`src/rtl/load_store_unit.sv`:
```
// Multi-cycle data-memory access stage: req/ack bus master with byte lanes,
// datapath stall, load extension and a bus timeout.
//
// state | meaning
// IDLE  | waiting for MemRead/MemWrite; decodes size/alignment
// REQ   | bus request held until ack or timeout
// DONE  | one-cycle completion (oDone, oFault on timeout)
module load_store_unit #(
  parameter int unsigned TIMEOUT_CYCLES = 255
) (
  input  logic        clock,
  input  logic        reset,
  input  logic        iMemRead,
  input  logic        iMemWrite,
  input  logic [2:0]  iFunct3,
  input  logic [31:0] iAddress,
  input  logic [31:0] iWriteData,
  output logic [31:0] oReadData,
  output logic        oStall,
  output logic        oDone,
  output logic        oFault,
  output logic        oMemReq,
  output logic        oMemWe,
  output logic [31:0] oMemAddr,
  output logic [3:0]  oMemBe,
  output logic [31:0] oMemWdata,
  input  logic        iMemAck,
  input  logic [31:0] iMemRdata
);

  localparam logic [7:0] TimeoutLoad = 8'(TIMEOUT_CYCLES);

  typedef enum logic [1:0] {IDLE, REQ, DONE} state_t;

  state_t      state, nextState;
  logic [7:0]  timer;
  logic [1:0]  lane;
  logic [1:0]  size;
  logic        isSigned;
  logic        timedOut;
  logic        access;
  logic        legal;
  logic        timerExpired;
  logic [3:0]  byteEn;
  logic [31:0] storeData;
  logic [31:0] laneData;
  logic [31:0] extData;

  assign access       = iMemRead | iMemWrite;
  assign timerExpired = (timer == 8'd1);

  // Illegal encodings and misaligned addresses both fault without a bus cycle.
  always_comb begin
    legal = 1'b0;
    case (iFunct3)
      3'b000:  legal = 1'b1;
      3'b001:  legal = ~iAddress[0];
      3'b010:  legal = (iAddress[1:0] == 2'b00);
      3'b100:  legal = ~iMemWrite;
      3'b101:  legal = ~iMemWrite & ~iAddress[0];
      default: legal = 1'b0;
    endcase
  end

  always_comb begin
    byteEn    = 4'b1111;
    storeData = iWriteData;
    case (iFunct3[1:0])
      2'b00: begin
        byteEn    = 4'b0001 << iAddress[1:0];
        storeData = {4{iWriteData[7:0]}};
      end
      2'b01: begin
        byteEn    = 4'b0011 << iAddress[1:0];
        storeData = {2{iWriteData[15:0]}};
      end
      default: begin
        byteEn    = 4'b1111;
        storeData = iWriteData;
      end
    endcase
  end

  always_comb begin
    laneData = iMemRdata >> {lane, 3'b000};
    case (size)
      2'b00:   extData = isSigned ? {{24{laneData[7]}}, laneData[7:0]}
                                  : {24'b0, laneData[7:0]};
      2'b01:   extData = isSigned ? {{16{laneData[15]}}, laneData[15:0]}
                                  : {16'b0, laneData[15:0]};
      default: extData = iMemRdata;
    endcase
  end

  always_ff @(posedge clock) begin
    if (reset) state <= IDLE;
    else       state <= nextState;
  end

  always_comb begin
    nextState = state;
    oStall    = 1'b0;
    oDone     = 1'b0;
    oFault    = 1'b0;
    oMemReq   = 1'b0;
    case (state)
      IDLE: begin
        if (access && legal) begin
          oStall    = 1'b1;
          nextState = REQ;
        end else if (access) begin
          oFault = 1'b1;
        end
      end
      REQ: begin
        oStall  = 1'b1;
        oMemReq = 1'b1;
        if (iMemAck || timerExpired) nextState = DONE;
      end
      DONE: begin
        oDone     = 1'b1;
        oFault    = timedOut;
        nextState = IDLE;
      end
      default: nextState = IDLE;
    endcase
  end

  // Timeout timer counts down from TIMEOUT_CYCLES; terminal count is 1.
  always_ff @(posedge clock) begin
    if (reset) begin
      timer     <= 8'd0;
      lane      <= 2'd0;
      size      <= 2'd0;
      isSigned  <= 1'b0;
      timedOut  <= 1'b0;
      oReadData <= 32'd0;
      oMemWe    <= 1'b0;
      oMemAddr  <= 32'd0;
      oMemBe    <= 4'd0;
      oMemWdata <= 32'd0;
    end else begin
      case (state)
        IDLE: begin
          if (access && legal) begin
            oMemAddr  <= {iAddress[31:2], 2'b00};
            oMemWe    <= iMemWrite;
            oMemBe    <= byteEn;
            oMemWdata <= storeData;
            lane      <= iAddress[1:0];
            size      <= iFunct3[1:0];
            isSigned  <= ~iFunct3[2];
            timer     <= TimeoutLoad;
            timedOut  <= 1'b0;
          end
        end
        REQ: begin
          if (iMemAck) begin
            oReadData <= extData;
          end else if (timerExpired) begin
            oReadData <= 32'd0;
            timedOut  <= 1'b1;
          end else begin
            timer <= timer - 8'd1;
          end
        end
        default: ;
      endcase
    end
  end

endmodule

```
`config.mk`:
```
export PLATFORM = sky130hd
export DESIGN_NAME = load_store_unit
export DESIGN_NICKNAME = d
export VERILOG_FILES = /design/src/rtl/load_store_unit.sv
export SDC_FILE = /design/constraint.sdc
export NUM_CORES = 1
export LEC_CHECK = 0
export CELL_PAD_IN_SITES_DETAIL_PLACEMENT = 1
export CELL_PAD_IN_SITES_GLOBAL_PLACEMENT = 2
export CORE_UTILIZATION = 37
export DETAILED_ROUTE_END_ITERATION = 8
export DONT_BUFFER_PORTS = 1
export PLACE_DENSITY = 0.86
export SYNTH_ARGS = -nofsm -noshare
export SYNTH_HDL_FRONTEND = slang
export SYNTH_SLANG_ARGS = --single-unit
```
`constraint.sdc`:
```
create_clock -name clock -period 3.2 [get_ports clock]
set_input_delay 0.16 -clock clock [delete_from_list [all_inputs] [get_ports clock]]
set_output_delay 0.16 -clock clock [all_outputs]
set_load 0.02 [all_outputs]
```
==> results_dict.tcl <==
set metrics [dict create \
    tritoncts "done" \
    synth_sequential_area_ratio_pct 46.0 \
    share_of_the_clock_period_used_by_the_worst_path_pct 73.7 \
    drcViolationCount 0 \
    dieHeight_um 118 \
    fillerInstances 1515 \
    worstSetupEndpointType "flip-flop" \
    h-tree-depth 4 \
    placeableCoreArea_sq_um 13200 \
    ys_top_cells_by_area "dfxtp_1 (46%), nand2_1 (9.1%), a21oi_1 (8.5%)" \
    clk-insertion-delay-late_ns 0.41 \
    start_util_pct 37.8 \
    unrepaired_setup_endpoints_after_global_routing "false" \
    most_used_flip_flop_cell_after_synthesis "dfxtp_1" \
    num_vias 4932 \
    worst_setup_hold_path_clk_slew_ns 0.05 \
    critical-path-max-stage-delay_ns 0.99 \
    path_class "flip-flop to flip-flop" \
    detail-route-antenna-nets 0 \
    crit_fanout 24 \
    netlist.top_cell.by_area "dfxtp_1" \
    min-delay-path-class "input port to flip-flop" \
    die_extent_in_x_um 118 \
    wire_length_of_the_first_global_routing_pass_um 28000 \
    cellLeakagePower_nw 2.45 \
    share_of_cells_above_drive_strength_1_pct 6.44 \
    synth_edf_count 0 \
    netlist_area_sq_um 5010 \
    path_cells "inv_1 > nand2_1 > clkinv_1 > a21oi_2 > a221o_1" \
    area.sequential_sq_um 2300 \
    max-clock-path-buffers 2 \
    detail_route.wl_per_cell_um 20.8 \
    yosysWarningCount 0 \
    timing.final.hold_violations 0 \
    areaGrowthSynthToFinish_pct 33.4 \
    ir_drop_v 0.000364 \
    tightestPinTransition_ns 1.12 \
    finalWorstSetupSlack_ns 0.840 \
    worst_ep_arrival_time_ns 2.70 \
    cap_viol_max_count 0 \
    report.final.setup_viol 0 \
    final_nets 776 \
    synthDominantCellAreaShare_pct 46.0 \
    clock_sinks 115 \
    overflow 0 \
    fmax_mhz 424 \
    cts_hold_repair.buffers 99 \
    grt_max_degree 93 \
    relSlewSlack_pct 25.1 \
    first_global_vias 5210 \
    post-cts-setup-buffers 0 \
    detail_route.iter0.violations 283 \
    boundaryPins 209 \
    postSynthRegisterBits 115 \
    globalplace.congestion 0.842 \
    timing.rr.start "state[1]$_SDFFE_PP0P_" \
    synthDistinctLibCells 44 \
    multiInputGateArea_sq_um 2430 \
    final.setup_skew_ns 0.00602 \
    postSynthCellCount 598 \
    drt_pass1_iterations 5 \
    report.final.slew_viol_count 0 \
    detail_route.wirelength_um 17900 \
    syn-mean-instance-area_sq_um 8.37 \
    die_area_sq_um 14000 \
    power.density_nw_per_um2 631 \
    global_route.usage.total_pct 25.7 \
    cp_num_buf_inv 2 \
    dp_hpwl_um 10600 \
    final_cells 859 \
    n_antenna_cell 0 \
    critPathLaunch "state[1]$_SDFFE_PP0P_" \
    critical_path.slowest_cell "a21oi_2" \
    timing.critical_path.required_ns 3.54 \
    ys_async_sr_fraction_pct 0 \
    pre_cts_ws_ns 0.821 \
    final.setup.tns_ns 0 \
    row_count 42 \
    timing.hold.worst.start "iMemRdata[2]" \
    clock_root_buffer_master "clkbuf_16" \
    run_status "finished, final reports clean" \
    timing.final.crit_period_ns 2.36 \
    antenna_found_initial 0 \
    port-buffer-count 0 \
    avgViaCountPerCell 5.74 \
    placedCellCount 728 \
    cp-start-kind "flip-flop" \
    cts_resizes 0 \
    crit_family "compound AO/OA/AOI/OAI gates" \
    cts_inserted_buffers 17 \
]
[sequential cells by signal, indices dropped and copies added (netlist names)]
name / cells
size: 2
state: 2
oMemWe: 1
oReadData: 32
oMemAddr: 30
lane: 2
timedOut: 1
oMemBe: 4
timer: 8
oMemWdata: 32
isSigned: 1
[layout make-up]
class / instances / share of cell area (%)
flip-flops and latches: 115 / 34.5
well taps: 176 / 3.30
clock inverters: 9 / 2.28
inverters: 14 / 0.787
multi-input cells: 418 / 36.3
repair buffers: 104 / 15.8
clock buffers: 23 / 7.00
[worst reg2reg max path, delay by kind of cell, from the launching register on]
| kind | cells | cell delay (ns) |
|---|---|---|
| and+or+nand+nor | 1 | 0.13 |
| AOI/OAI and AO/OA | 2 | 1.32 |
| DFF | 1 | 0.40 |
| buffers and inverters | 2 | 0.44 |
[cell usage after synthesis (3+ instances only)]
master       n
o2111ai_1    8
clkbuf_1    29
nand3_1      9
o211ai_1    15
nor4_1       3
nand2_1    121
dfxtp_1    115
a21oi_1     85
xor2_1       3
a221o_1     23
o21ai_0     11
mux2i_1     26
nor3b_1      3
a311oi_1    10
nor3_1       8
buf_6        3
nand2b_1     6
a211oi_1    13
buf_2       16
nor2_1      46
inv_1       12
nor2b_1      4
[stage by stage]
stage	hold slack, ns	util [%]	instance area, sq um	total power [mW]
floorplan	0.256	-	5010	2.03
global placement	0.245	38.2	5050	2.07
detailed placement	0.246	38.2	5050	2.10
CTS	0.00132	50.5	6680	4.25
global route	0.0120	50.5	6680	4.38
finish	0.0125	50.5	6680	4.22
[cells in the final DEF (no fill, tap or decap), drive strengths merged, types with 2 or more instances in the layout]
cell type and count:
a211oi 13, a21oi 85, a221o 23, a311oi 10
and2 2, buf 6, bufinv 4, clkbuf 23
clkinv 4, clkinvlp 3, conb 2, dfxtp 115
dlygate4sd3 98, ha 2, inv 12, mux2i 26
nand2 121, nand2b 6, nand3 9, nor2 46
nor2b 4, nor3 8, nor3b 3, nor4 5
o2111ai 8, o211ai 15, o21ai 11, or4 2
xor2 3
[routing by layer]
metal  track usage (%)  routed length [um]  up-vias
met5                 0                   0        -
met4              9.54                 382        0
met3              11.5                1720       36
met2              44.1                8760      214
met1              27.7                7000     2411
li1                  -                   -     2271
[logic make-up (layout without fill, tap and decap cells)]
| logic type | after synthesis | count (layout) | synth area share [%] |
|---|---|---|---|
| simple gates | 208 | 208 | 17.6 |
| compound gates | 175 | 175 | 23.5 |
| flops | 115 | 115 | 46.0 |
| buf+inv | 66 | 150 | 5.95 |
| mux | 27 | 27 | 5.65 |
| xor+xnor | 4 | 4 | 0.700 |
| fa+ha+maj | 2 | 2 | 0.500 |
| other cells | 1 | 2 | 0.0749 |
[path summary, 6_finish.rpt]
kind              cells after the start                         to  slack [ns]
setup / recovery                      5  oReadData[8]$_SDFFE_PP0P_        0.84
hold / removal                        2  oReadData[2]$_SDFFE_PP0P_        0.01
setup reg to reg                      5  oReadData[8]$_SDFFE_PP0P_        0.84
hold reg to reg                       2      timer[1]$_SDFFE_PP0P_        0.54
[where the power goes]
group / internal (mW) / switching (mW)
Combinational: 0.228 / 0.289
Clock: 1.34 / 0.666
Sequential: 1.53 / 0.170
Total: 3.09 / 1.13
Note: power is estimated with default switching activity, not from simulation.
